[src/rtl/burst_shift_register_pkg.sv]
// Shared opcode encoding and helpers for the burst shift register and its
// single-bit step logic.
package shift_pkg;

   typedef enum logic [2:0] {
      OP_NOP  = 3'b000,
      OP_LOAD = 3'b001,
      OP_SHL  = 3'b010,
      OP_SHR  = 3'b011,
      OP_ROL  = 3'b100,
      OP_ROR  = 3'b101,
      OP_ASR  = 3'b110,
      OP_RSVD = 3'b111
   } shift_op_t;

   function automatic logic is_shift_op(input shift_op_t op);
      return (op == OP_SHL) || (op == OP_SHR) || (op == OP_ROL) ||
             (op == OP_ROR) || (op == OP_ASR);
   endfunction

   // Shifting by more than the register width is pointless, so requests saturate at width.
   function automatic int unsigned clamp_count(input int unsigned amount,
                                               input int unsigned width);
      return (amount > width) ? width : amount;
   endfunction

endpackage

[src/rtl/burst_shift_register_shift_step.sv]
// Combinational single-bit step: next register value and the bit that leaves
// the register for each shift/rotate opcode.
module shift_step
   import shift_pkg::*;
#(
   parameter int WIDTH = 8
) (
   input  logic [2:0]       op,
   input  logic [WIDTH-1:0] q,
   input  logic             serial_i,
   output logic [WIDTH-1:0] q_next,
   output logic             bit_out
);

   always_comb begin
      // NOTE: defaults first so every path assigns both outputs and no latch is inferred.
      q_next  = q;
      bit_out = 1'b0;
      case (shift_op_t'(op))
         OP_SHL: begin
            q_next  = {q[WIDTH-2:0], serial_i};
            bit_out = q[WIDTH-1];
         end
         OP_SHR: begin
            q_next  = {serial_i, q[WIDTH-1:1]};
            bit_out = q[0];
         end
         OP_ROL: begin
            q_next  = {q[WIDTH-2:0], q[WIDTH-1]};
            bit_out = q[WIDTH-1];
         end
         OP_ROR: begin
            q_next  = {q[0], q[WIDTH-1:1]};
            bit_out = q[0];
         end
         OP_ASR: begin
            q_next  = {q[WIDTH-1], q[WIDTH-1:1]};
            bit_out = q[0];
         end
         default: begin
            q_next  = q;
            bit_out = 1'b0;
         end
      endcase
   end

endmodule

[src/rtl/burst_shift_register.sv]
// Parametrised shift register executing multi-bit shift/rotate commands one
// bit per clock behind a start/busy/done handshake.
module burst_shift_register
   import shift_pkg::*;
#(
   parameter  int WIDTH = 8,
   localparam int CNT_W = $clog2(WIDTH + 1)
) (
   input  logic             clk,
   input  logic             rst,
   input  logic             start_i,
   input  logic [2:0]       funct_i,
   input  logic [CNT_W-1:0] amount_i,
   input  logic [WIDTH-1:0] word_i,
   input  logic             serial_i,
   output logic [WIDTH-1:0] out_o,
   output logic             serial_o,
   output logic             busy_o,
   output logic             done_o
);

   localparam logic STATE_IDLE  = 1'b0;
   localparam logic STATE_SHIFT = 1'b1;

   localparam logic [CNT_W-1:0] CNT_ONE = CNT_W'(1);

   logic             state_q;
   logic [CNT_W-1:0] cnt_q;
   logic [2:0]       op_q;
   logic [WIDTH-1:0] out_q;
   logic             serial_q;
   logic             done_q;

   shift_op_t        cmd_op;
   logic [CNT_W-1:0] clamped_cnt;
   logic [WIDTH-1:0] step_q;
   logic             step_bit;

   assign cmd_op      = shift_op_t'(funct_i);
   assign clamped_cnt = CNT_W'(clamp_count(32'(amount_i), WIDTH));

   // The step logic always follows the latched opcode so mid-burst funct_i changes are invisible.
   shift_step #(
      .WIDTH(WIDTH)
   ) u_step (
      .op      (op_q),
      .q       (out_q),
      .serial_i(serial_i),
      .q_next  (step_q),
      .bit_out (step_bit)
   );

   // NOTE: sequential state uses non-blocking assignments so every register samples pre-edge values.
   always_ff @(posedge clk or posedge rst) begin
      if (rst) begin
         state_q  <= STATE_IDLE;
         cnt_q    <= '0;
         op_q     <= OP_NOP;
         out_q    <= '0;
         serial_q <= 1'b0;
         done_q   <= 1'b0;
      end else begin
         done_q <= 1'b0;
         case (state_q)
            STATE_IDLE: begin
               if (start_i) begin
                  if (cmd_op == OP_LOAD) begin
                     out_q  <= word_i;
                     done_q <= 1'b1;
                  end else if (is_shift_op(cmd_op) && (amount_i != '0)) begin
                     op_q    <= funct_i;
                     cnt_q   <= clamped_cnt;
                     state_q <= STATE_SHIFT;
                  end else begin
                     done_q <= 1'b1;
                  end
               end
            end
            default: begin
               out_q    <= step_q;
               serial_q <= step_bit;
               cnt_q    <= cnt_q - CNT_ONE;
               if (cnt_q == CNT_ONE) begin
                  state_q <= STATE_IDLE;
                  done_q  <= 1'b1;
               end
            end
         endcase
      end
   end

   assign out_o    = out_q;
   assign serial_o = serial_q;
   assign busy_o   = (state_q == STATE_SHIFT);
   assign done_o   = done_q;

endmodule

[config.mk]
export PLATFORM = sky130hd
export DESIGN_NAME = burst_shift_register
export DESIGN_NICKNAME = d
export VERILOG_FILES = /design/src/rtl/burst_shift_register_pkg.sv /design/src/rtl/burst_shift_register_shift_step.sv /design/src/rtl/burst_shift_register.sv
export SDC_FILE = /design/constraint.sdc
export NUM_CORES = 1
export LEC_CHECK = 0
export BUFFER_PORTS_ARGS = -buffer_cell sky130_fd_sc_hd__buf_2
export CORE_MARGIN = 1
export CORE_UTILIZATION = 40
export CTS_BUF_LIST = sky130_fd_sc_hd__clkbuf_16
export DETAILED_ROUTE_END_ITERATION = 6
export GPL_ROUTABILITY_DRIVEN = 0
export PLACE_DENSITY_LB_ADDON = 0.3
export SYNTH_ARGS = -nofsm -noshare
export SYNTH_HDL_FRONTEND = slang
export SYNTH_SLANG_ARGS = --single-unit
export TNS_END_PERCENT = 20
[constraint.sdc]
create_clock -name clk -period 1.7 [get_ports clk]
set_input_delay 0.085 -clock clk [delete_from_list [all_inputs] [get_ports clk]]
set_output_delay 0.085 -clock clk [all_outputs]
set_load 0.02 [all_outputs]
Word-level counts from Yosys, hierarchy flattened
Index checks and enable logic that the tools add are counted.

cells by class
  shift-type cells = 0
  reductions and logical operators = 15
  divide/modulo/power cells = 0
  order comparisons = 1
  multiplexer cells = 20
  bitwise operators = 2
  $mul = 0
  equality and inequality tests = 16
  add/sub/neg operators = 1

operators with widths
  cell                                                                     number
  8-bit case mux with 5 select lines                                       1
  8-bit two-way mux                                                        3
  4-bit two-way mux                                                        5
  3-bit equality test, second input constant                               6
  3-bit by 2-bit equality test with 1-bit output, second input constant    4
  1-bit two-way mux                                                        10
  4-bit AND reduction                                                      2
  6-bit by 1-bit inequality test with 1-bit output, second input constant  1
  3-bit AND reduction                                                      2
  2-bit nonzero test                                                       3
  5-bit by 1-bit inequality test with 1-bit output, second input constant  1
  4-bit by 1-bit equality test with 1-bit output, second input constant    1
  4-bit > comparator, second input constant                                1
  1-bit logical OR                                                         4
  2-bit inequality test, second input constant                             2
  4-bit nonzero test                                                       1
  4-bit by 1-bit subtractor with 4-bit output, second input constant       1
  3-bit by 1-bit equality test with 1-bit output, second input constant    1
  3-bit OR reduction                                                       1
  1-bit inverter                                                           2
  1-bit case mux with 2 select lines                                       1
  2-bit OR reduction                                                       1
  1-bit logical AND                                                        1

storage, ports and cells
  output and inout bits = 11
  logic and storage cells = 62
  memory bits (writable) = 0
  input port bits = 19
  register bits = 18
  ROM bits = 0
  memories = 0
  bits in latches = 0

Depth between registers and ports, before layout
Gate-level depths: netlist (run 1).

  word-level depth = 10
  mapped depth = 6
  gate-level depth less buffers = 6

By module
From an unflattened synthesis (run 1), not the netlist that was laid out.

unflattened totals
  cell total of the unflattened synthesis = 124
  area, all modules = 1327.5 µm²

modules (own cells, without submodules)
  module                times used  area each (µm²)  cells an instance
  burst_shift_register  1           964.7            76
  shift_step            1           362.8            48

Worst setup path after synthesis (run 1)
Ideal clock, no wire load.

  path kind = register -> register
  start = register state_q, in the netlist busy_o
  end = register out_q[7], in the netlist out_o[7]
  arrival = 1.371 ns
  stages on the path, launching flop included = 7
  slack = 0.205 ns
  clock period less this slack = 1.495 ns
  library setup time = 0.124 ns
  data required time = 1.576 ns
  cells stage by stage = dfrtp_1 clkbuf_8 nor2b_2 and3_1 buf_2 nor2_1 a211o_1

between the ends
  word-level cells in the longest chain between the ends = 2

RTL lines
  element                                                                                    RTL line                    text
  start, declared                                                                            burst_shift_register.sv:27  logic state_q;
  start signal, assigned                                                                     burst_shift_register.sv:56  state_q <= STATE_IDLE;
  start signal, assigned                                                                     burst_shift_register.sv:73  state_q <= STATE_SHIFT;
  start signal, assigned                                                                     burst_shift_register.sv:84  state_q <= STATE_IDLE;
  5-bit by 1-bit inequality test with 1-bit output (no source line) (tied with other cells)  -
  4-bit AND reduction (no source line)                                                       -
  end signal, assigned                                                                       burst_shift_register.sv:68  out_q <= word_i;
  end signal, assigned                                                                       burst_shift_register.sv:80  out_q <= step_q;
  end, declared                                                                              burst_shift_register.sv:30  logic [WIDTH-1:0] out_q;

Parallel ways exist; a longest one is shown, timed or not.
A chain may end at the register's enable or synchronous reset.

Worst setup path in the final report (run 1)
  start = register op_q[2]
  end = register out_q[7], in the netlist out_o[7]

between the ends
  word-level cells in the longest chain between the ends = 3

RTL lines
  element                                                                                    RTL line                               text
  start, declared                                                                            burst_shift_register.sv:29             logic [2:0] op_q;
  start signal, assigned                                                                     burst_shift_register.sv:71             op_q <= funct_i;
  3-bit by 2-bit equality test with 1-bit output or 3-bit equality test (tied branches)      burst_shift_register_shift_step.sv:19  case (shift_op_t'(op))
  5-bit by 1-bit inequality test with 1-bit output (no source line) (tied with other cells)  -
  4-bit AND reduction (no source line) or 8-bit two-way mux (tied branches)                  -

Parallel ways exist; a longest one is shown, timed or not.

==> flow_metrics.py, run 1 <==
metrics = {
    "cells_and_area": {
        "final_cell_count_no_fill": 194,
        "areaGrowthSynthToFinish_pct": 23.2,
        "fill_cells": 265,
        "design_area_um2": 1460,
        "layout_common_cells": "buf_2 (29), dfrtp_1 (18), nor2_1 (15)",
        "layout_commonest_cell": "buf_2",
        "final_nets": 185,
        "diodes": 0,
        "final_layout_size_suffix_gt1_share_pct": 28.8,
    },
    "sta": {
        "tns_ps": 0,
        "max_slew_margin_pct": 54.8,
        "fin_crit_sh_pct": 85.5,
        "tightestPinTransition_ps": 677,
        "fin_skew_ps": 1.55,
        "fmax_mhz": 688,
        "rsz0062_at_grt": "no",
        "finalMaxSlewViolations": 0,
        "min_period_ps": 1450,
        "hold_viol": 0,
        "setup_violations": 0,
    },
    "logic_synthesis": {
        "synth_area_leaders": "dfrtp_1 (38%), mux2i_1 (6.8%), nor2_1 (4.8%), a21oi_1 (4.7%), o21ai_0 (4.7%)",
        "synthCells": 130,
        "synth.top_cell.area_share_pct": 38.1,
        "synth_cell_types": 41,
        "syn_area_per_cell_um2": 9.10,
        "synthesis.area_um2": 1180,
        "synth_seq_area_share_pct": 38.1,
        "syn_nets": 151,
        "synth_area_leader_cell": "dfrtp_1",
        "ys_seq_elements": 18,
        "yosys_warnings": 0,
    },
    "floorplanning": {
        "initial_core_util_pct": 42.6,
        "dieArea_um2": 3180,
        "die_w_um": 56.4,
        "die_y_um": 56.4,
        "ios": 30,
        "rows": 19,
        "core_area_um2": 2780,
    },
    "global_route": {
        "antenna_found_initial": 0,
        "grt_overflow": 0,
        "grtUsageTotal_pct": 20.0,
        "grt_max_degree": 19,
        "grt_pass1_wl_um": 4950,
        "grt_pass1_vias": 1083,
    },
    "outcome": {
        "outcome": "completed",
    },
    "clock_network": {
        "cts_sinks": 18,
        "cts_buffers": 3,
        "root_buffer": "clkbuf_16",
        "cts.htree.levels": 1,
        "clkTransAtPathRegs_ps": 50,
        "cts_buffer_depth": 2,
        "clock_latency_ps": 250,
        "cts_tree": "yes",
        "ctsResizeCount": 0,
    },
    "detailed_routing": {
        "ant_nets": 0,
        "via_count": 1149,
        "routed_wl_um": 2930,
        "initialDrtViolationCount": 34,
        "drt-vias-per-instance": 5.92,
        "dr.pass1.iters": 4,
        "wl_per_cell_um": 15.1,
        "drc": 0,
    },
    "place": {
        "place_inst": 189,
        "dp_hpwl_um": 2020,
        "port_buffers": 29,
        "dpl_cell_area_um2": 1370,
    },
    "critical_path": {
        "arrival_ps": 1590,
        "required_ps": 1840,
        "critPathKind": "reg -> reg",
        "crit_fanout": 12,
        "rr_worst_depth": 5,
        "setup.worst_path.start_class": "register",
        "r2r_slack_ps": 250,
        "crit_path_end_kind": "register",
    },
    "hold_path": {
        "worst_hold_path_type": "in -> reg",
        "min_path_cells": 2,
    },
    "pwr": {
        "ir_worst_vdd_uv": 1100,
        "power_density_nw_per_um2": 1950,
        "cellLeakagePower_nw": 0.703,
    },
    "job": {
        "maxCapViolCount": 0,
    },
}
==> logic make-up after synthesis <==
family	count (synthesis)	synth area share, %
buffers and inverters	14	5.92
and+or+nand+nor	41	19.2
xor gates and xnor gates	1	0.740
muxes	11	10.6
DFF	18	38.1
AOI/OAI and AO/OA	43	23.4
adders and majority gates	2	2.11
==> layout make-up <==
class | count | area [µm²] | share of cell area (%)
timing repair buffer | 36 | 200 | 13.7
multi-input combinational | 98 | 663 | 45.5
sequential | 18 | 450 | 30.9
tap | 31 | 38.8 | 2.66
clock inverter | 1 | 3.75 | 0.258
clock buffer | 3 | 75.1 | 5.15
inverter | 7 | 26.3 | 1.80
==> synth_stat cells <==
master / count
a21oi_1: 11
mux2i_1: 8
a21o_1: 1
nand4_1: 1
a41oi_1: 2
nand3_1: 5
a32oi_1: 1
inv_1: 7
a211o_1: 1
nand3b_1: 1
xnor2_1: 1
o21ai_0: 11
nor2b_2: 1
mux2_4: 3
nor2_1: 15
or2_2: 1
a211oi_1: 1
o211ai_2: 1
o31ai_1: 2
a22oi_1: 6
o21a_1: 1
a2bb2oi_1: 1
nand2b_1: 2
nand2_1: 5
o211ai_1: 1
a221oi_1: 1
dfrtp_1: 18
clkbuf_8: 1
o21ai_1: 1
nor2b_1: 1
nor3b_1: 1
buf_2: 6
or4_4: 1
nor3b_2: 1
ha_1: 2
nor4_1: 2
and3_1: 1
or4b_1: 1
a31oi_1: 1
and4b_1: 1
nand3_2: 1
==> per-stage QoR <==
| stage | util, % | setup WS, ps | power [W] | hold WS [ps] |
|---|---|---|---|---|
| detailed placement | 49.2 | 278 | 0.00235 | 230 |
| global route | 52.4 | 92.7 | 0.00308 | 67.5 |
| global placement | 49.2 | 311 | 0.00230 | 226 |
| CTS | 52.4 | 263 | 0.00285 | 53.3 |
| floorplan | - | 205 | 0.00192 | 23.6 |
| finish | 52.4 | 247 | 0.00285 | 50.2 |
==> final timing paths <==
path | from | end
worst max register to register | op_q[2]$_DFFE_PP0P_ | out_o[7]$_DFFE_PP0P_
worst min register to register | cnt_q[2]$_DFFE_PP0P_ | cnt_q[2]$_DFFE_PP0P_
worst max-delay path | op_q[2]$_DFFE_PP0P_ | out_o[7]$_DFFE_PP0P_
max in group asynchronous | rst | done_o$_DFF_PP0_
min in group asynchronous | rst | out_o[4]$_DFFE_PP0P_
worst min-delay path | word_i[7] | out_o[7]$_DFFE_PP0P_
==> routing by layer <==
| metal | routed length [µm] | up-vias | share of wire (%) | global-route usage, % |
|---|---|---|---|---|
| met2 | 1410 | 28 | 48 | 34.0 |
| met5 | 0 | - | 0 | 0 |
| met3 | 113 | 10 | 3.9 | 3.46 |
| li1 | - | 550 | - | - |
| met4 | 59 | 0 | 2.0 | 7.32 |
| met1 | 1350 | 561 | 46 | 25.4 |
==> report_power, final <==
part	switching (W)	total, W	leakage, nW	internal [W]
Combinational	0.000820	0.00149	0.439	0.000672
Sequential	0.000262	0.000883	0.225	0.000621
Clock	0.000161	0.000474	0.0385	0.000313
Total	0.00124	0.00285	0.703	0.00161
==> worst max-delay path, stage by stage, from the launching register on <==
cell,delay [ps]
dfrtp_1,510
xnor2_1,190
buf_4,170
o21ai_0,140
nor2_1,60
a211o_1,270
==> timing repair <==
item	in CTS	in global routing
endpoints found under the hold margin	18	0
setup buffers	0	0
hold buffers	1	0
==> sequential cells by signal (all words and copies together), names as in the netlist <==
name and count:
out_o 8, cnt_q 4, op_q 3, busy_o 1, done_o 1, serial_o 1
Power figures use the tool's default switching activity.
==> inputs of run 2 (changes only) <==
Settings changed: SYNTH_HIERARCHICAL from default to 1, TNS_END_PERCENT 20 to default.
==> flow_metrics.py, run 2 <==
metrics = {
    "outcome": {
        "outcome": "complete, but fails checks",
        "violations": "setup timing",
    },
    "place": {
        "place_inst": 201,
        "port_buffers": 29,
        "dp_hpwl_um": 2150,
        "dp_slack_ps": -93.3,
    },
    "critical_path": {
        "startpoint": "op_q[2]$_DFFE_PP0P_",
        "crit_buf_inv": 1,
        "slowest_delay_ps": 480,
        "crit_path_end_kind": "register",
        "rr_worst_depth": 6,
        "r2r_slack_ps": -70,
        "cp-endpoint": "out_o[7]$_DFFE_PP0P_",
        "r2r-start": "op_q[2]$_DFFE_PP0P_",
        "required_ps": 1830,
        "critPathKind": "reg -> reg",
        "cp_slowest_cell": "dfrtp_2",
        "path_cells": "buf_6 -> nand2_2 -> o21ai_0 -> a221o_1 -> mux2_2 -> mux2_2",
        "crit_family": "multiplexers",
        "crit_top_cell": "mux2_2",
        "crit_fanout": 5,
        "cp.depth": 6,
        "setup.worst_path.start_class": "register",
        "regToRegEndpoint": "out_o[7]$_DFFE_PP0P_",
        "arrival_ps": 1900,
    },
    "logic_synthesis": {
        "synth_enable_flop_cells": 0,
        "yosys_warnings": 6,
        "synth_seq_area_share_pct": 33.9,
        "synth_cell_types": 45,
        "synthCells": 124,
        "synth.top_cells.by_count": "dfrtp_1 (18), mux2_2 (17), mux2i_1 (8), nor2_1 (8)",
        "yosys.cell_count.top_type": "dfrtp_1",
        "synth-main-ff-cell": "dfrtp_1",
        "synthesis.area_um2": 1330,
        "synth_area_leader_cell": "dfrtp_1",
        "syn_nets": 145,
        "ys_seq_elements": 18,
        "async_reset_ff_share_pct": 100,
        "synth_area_leaders": "dfrtp_1 (34%), mux2_2 (14%), mux2i_1 (6.0%), a221o_1 (5.3%), buf_6 (2.5%)",
        "syn_area_per_cell_um2": 10.7,
        "synth.top_cell.area_share_pct": 33.9,
    },
    "clock_network": {
        "cts_buffers": 3,
        "cts_sinks": 18,
        "root_buffer": "clkbuf_16",
        "clkTransAtPathRegs_ps": 50,
        "cts.htree.levels": 1,
        "cts_tree": "yes",
        "cts_buffer_depth": 2,
        "clock_latency_ps": 250,
    },
    "sta": {
        "min_period_ps": 1770,
        "rsz0062_at_grt": "yes",
        "fin_crit_sh_pct": 104,
        "setup_violations": 6,
        "fmax_mhz": 565,
        "tightestPinTransition_ps": 707,
        "finalMaxSlewViolations": 0,
        "whs_ps": 98.0,
        "worst_slack_ps": -69.5,
        "hold_viol": 0,
        "max_slew_margin_pct": 52.8,
        "fin_skew_ps": 1.63,
    },
    "cells_and_area": {
        "largest_register_ffs": 8,
        "fill_cells": 281,
        "final_cell_count_no_fill": 222,
        "layout_commonest_cell": "buf_2",
        "diodes": 0,
        "final_nets": 200,
        "final_layout_size_suffix_gt1_share_pct": 52.8,
        "areaGrowthSynthToFinish_pct": 37.2,
        "layout_common_cells": "buf_2 (29), buf_4 (22), mux2_2 (17)",
    },
    "global_route": {
        "grtUsageTotal_pct": 19.6,
        "grt_overflow": 0,
        "grt_pass1_vias": 1146,
        "grt_max_degree": 19,
        "antenna_found_initial": 0,
        "grt_pass1_wl_um": 5180,
    },
    "floorplanning": {
        "rows": 20,
        "initial_core_util_pct": 42.8,
        "die_w_um": 59.6,
        "core_area_um2": 3100,
        "ios": 30,
        "die_y_um": 59.6,
        "dieArea_um2": 3550,
    },
    "hold_path": {
        "worst_hold_path_type": "in -> reg",
    },
    "detailed_routing": {
        "dr.pass1.iters": 4,
        "via_count": 1231,
        "initialDrtViolationCount": 42,
        "drt-vias-per-instance": 5.55,
        "wl_per_cell_um": 15.7,
        "ant_nets": 0,
        "drc": 0,
        "routed_wl_um": 3480,
    },
    "pwr": {
        "power_density_nw_per_um2": 2300,
        "power_w": 0.00419,
        "ir_worst_vdd_uv": 918,
        "cellLeakagePower_nw": 0.833,
    },
    "job": {
        "maxCapViolCount": 0,
    },
}
==> run 2: cell count changes after synthesis, moves of 4 or more <==
cell / delta
nor2_1: -7
a22oi_1: -6
buf_2: -4
a221o_1: +7
a21oi_1: -9
mux2_2: +17
o21ai_0: -7
==> run 2: worst min path at each step <==
stage / endpoint / slack, ps / start / cells past startpoint
finish: op_q[0]$_DFFE_PP0P_ / 100 / funct_i[0] / 2
global route: op_q[1]$_DFFE_PP0P_ / 120 / funct_i[1] / 2
CTS: op_q[0]$_DFFE_PP0P_ / 100 / funct_i[0] / 2
detailed placement: out_o[2]$_DFFE_PP0P_ / 240 / rst / 2
global placement: out_o[1]$_DFFE_PP0P_ / 240 / rst / 2
floorplan: busy_o$_DFF_PP0_ / 20 / rst / 1
==> run 2: routing by layer <==
metal | GRT usage [%] | part of all wire [%]
met1 | 25.9 | 45
met2 | 32.1 | 50
met3 | 3.28 | 3.8
met4 | 7.64 | 1.0
met5 | 0 | 0
==> run 2: cell type report <==
| class | instances | area [µm²] | area share, % |
|---|---|---|---|
| clock inverters | 1 | 3.75 | 0.206 |
| clock buffers | 3 | 75.1 | 4.12 |
| well taps | 44 | 55.1 | 3.02 |
| inverters | 8 | 30.0 | 1.65 |
| flip-flops and latches | 18 | 454 | 24.9 |
| multi-input cells | 92 | 838 | 46.0 |
| repair buffers | 56 | 365 | 20.1 |
==> run 2: cells by family (layout without fill, tap and decap cells) <==
family	after synthesis	count (layout)	synth area share [%]
and+or+nand+nor	30	30	14.1
DFF	18	18	33.9
xor gates and xnor gates	3	4	2.55
buffers and inverters	15	68	6.69
AOI/OAI and AO/OA	28	28	17.8
muxes	28	28	23.0
adders and majority gates	2	2	1.88
==> run 2: timing repair <==
| action | CTS | global route |
|---|---|---|
| setup buffers | 4 | 9 |
| hold buffers | 1 | 0 |
| pin swaps | 2 | 4 |
| hold endpoints to repair | 18 | 0 |
| endpoints found under the setup margin | 8 | 8 |
| gates cloned | 0 | 3 |
| resized for setup | 8 | 10 |
==> run 2: stage by stage <==
step	TNS, ps	cell area [µm²]	util, %
final	-273	1820	58.7
after global routing	-782	1820	58.7
after CTS	-115	1700	54.6
after detailed placement	-528	1550	50.0
after global placement	-256	1550	50.0
after floorplan	0	1330	-
==> run 2: report_power, final <==
group	total (W)	internal, W	switching [W]
logic	0.00269	0.00151	0.00118
registers	0.00102	0.000661	0.000355
clock network	0.000477	0.000313	0.000164
total	0.00419	0.00248	0.00170
==> inputs of run 3 (changes only) <==
--- a/config.mk
+++ b/config.mk
@@ -7,5 +7,4 @@
 export LEC_CHECK = 0
 export BUFFER_PORTS_ARGS = -buffer_cell sky130_fd_sc_hd__buf_2
-export CORE_MARGIN = 1
 export CORE_UTILIZATION = 40
 export CTS_BUF_LIST = sky130_fd_sc_hd__clkbuf_16
==> constraint.sdc (replaced) <==
create_clock -name clk -period 1.7 [get_ports clk]
set_input_delay 0.34 -clock clk [delete_from_list [all_inputs] [get_ports clk]]
set_output_delay 0.34 -clock clk [all_outputs]
set_load 0.02 [all_outputs]
==> flow_metrics.py, run 3 (synthesis gave the netlist of run 2 again) <==
metrics = {
    "sta": {
        "tns_ps": -71.6,
        "setup_violations": 5,
        "fmax_mhz": 581,
        "worst_slack_ps": -22.1,
        "whs_ps": 97.8,
        "finalMaxSlewViolations": 0,
        "tightestPinTransition_ps": 668,
        "min_period_ps": 1720,
        "max_slew_margin_pct": 55.0,
        "fin_skew_ps": 2.78,
        "rsz0062_at_grt": "yes",
        "fin_crit_sh_pct": 101,
        "hold_viol": 0,
    },
    "cells_and_area": {
        "areaGrowthSynthToFinish_pct": 31.3,
        "layout_common_cells": "buf_2 (29), buf_4 (18), mux2_2 (16)",
        "final_nets": 193,
        "multi_input_area_um2": 811,
        "final_cell_count_no_fill": 215,
        "layout_commonest_cell": "buf_2",
        "diodes": 0,
        "largest_register_ffs": 8,
        "regArea_um2": 454,
        "final_layout_size_suffix_gt1_share_pct": 50.9,
        "fill_cells": 311,
    },
    "floorplanning": {
        "die_y_um": 59.6,
        "core_area_um2": 3100,
        "die_w_um": 59.6,
        "rows": 20,
        "dieArea_um2": 3550,
        "ios": 30,
        "initial_core_util_pct": 42.8,
    },
    "detailed_routing": {
        "drt-vias-per-instance": 5.34,
        "initialDrtViolationCount": 47,
        "drc": 0,
        "wl_per_cell_um": 14.5,
        "dr.pass1.iters": 4,
        "via_count": 1148,
        "ant_nets": 0,
        "routed_wl_um": 3130,
    },
    "global_route": {
        "grt_max_degree": 19,
        "grt_pass1_wl_um": 5060,
        "grt_pass1_vias": 1080,
        "grt_overflow": 0,
        "antenna_found_initial": 0,
        "grtUsageTotal_pct": 19.3,
    },
    "critical_path": {
        "critPathKind": "reg -> reg",
        "setup.worst_path.start_class": "register",
        "crit_path_end_kind": "register",
        "crit_fanout": 12,
        "r2r_slack_ps": -20,
        "arrival_ps": 1850,
        "required_ps": 1830,
    },
    "pwr": {
        "power_density_nw_per_um2": 2240,
        "ir_worst_vdd_uv": 895,
        "cellLeakagePower_nw": 0.799,
        "power_w": 0.00390,
    },
    "outcome": {
        "violations": "setup timing",
        "outcome": "complete, but fails checks",
    },
    "clock_network": {
        "cts.htree.levels": 1,
        "cts_buffer_depth": 2,
        "root_buffer": "clkbuf_16",
        "clkTransAtPathRegs_ps": 50,
        "cts_buffers": 3,
        "clock_latency_ps": 250,
        "cts_tree": "yes",
        "cts_sinks": 18,
    },
    "place": {
        "port_buffers": 29,
        "place_inst": 204,
        "dp_slack_ps": -106,
        "dp_hpwl_um": 2210,
    },
    "hold_path": {
        "worst_hold_path_type": "in -> async",
    },
    "job": {
        "maxCapViolCount": 0,
    },
}
==> run 3: stage by stage <==
stage / util, % / cell area, µm²
after floorplan: - / 1330
after global placement: 50.7 / 1570
after detailed placement: 50.7 / 1570
after CTS: 55.7 / 1730
after global routing: 56.2 / 1740
final: 56.2 / 1740
==> run 3: critical path, stage by stage, from the launching register on <==
cell and delay [ps]:
dfrtp_2 420, buf_6 170, nand3b_1 120, o21ai_1 80
a221o_1 290, mux2_2 260, mux2_2 260
==> run 3: final cells by class <==
| cell class | count | area share [%] |
|---|---|---|
| multi-input combinational | 91 | 46.5 |
| sequential | 18 | 26.1 |
| timing repair buffer | 50 | 18.0 |
| clock buffer | 3 | 4.31 |
| tap | 44 | 3.16 |
| inverter | 8 | 1.72 |
| clock inverter | 1 | 0.215 |
==> run 3: final timing paths <==
kind / from / end / depth (start not counted)
setup / recovery: op_q[2]$_DFFE_PP0P_ / out_o[7]$_DFFE_PP0P_ / 6
hold / removal: rst / out_o[5]$_DFFE_PP0P_ / 3
setup reg to reg: op_q[2]$_DFFE_PP0P_ / out_o[7]$_DFFE_PP0P_ / 6
hold reg to reg: serial_o$_DFFE_PP0P_ / serial_o$_DFFE_PP0P_ / 1
max in group asynchronous: rst / op_q[0]$_DFFE_PP0P_ / 3
min in group clk: funct_i[0] / op_q[0]$_DFFE_PP0P_ / 2
==> run 3: where the power goes <==
part	internal (W)	switching (W)
sequential	0.000662	0.000308
combinational	0.00135	0.00111
clock	0.000312	0.000157
==> run 3: repair_timing <==
action / 4_1_cts / 5_1_grt
resized for setup: 12 / 2
pin swaps: 4 / 2
endpoints found under the setup margin: 8 / 7
cloned: 1 / 0
setup buffers: 5 / 1
hold buffers: 0 / 0
==> run 3: per-layer routing <==
layer	GRT usage (%)	vias to the layer above	wire, µm
met3	3.28	6	136
met1	25.6	551	1440
li1	-	562	-
met4	7.97	0	42
met5	0	-	0
met2	30.8	29	1510
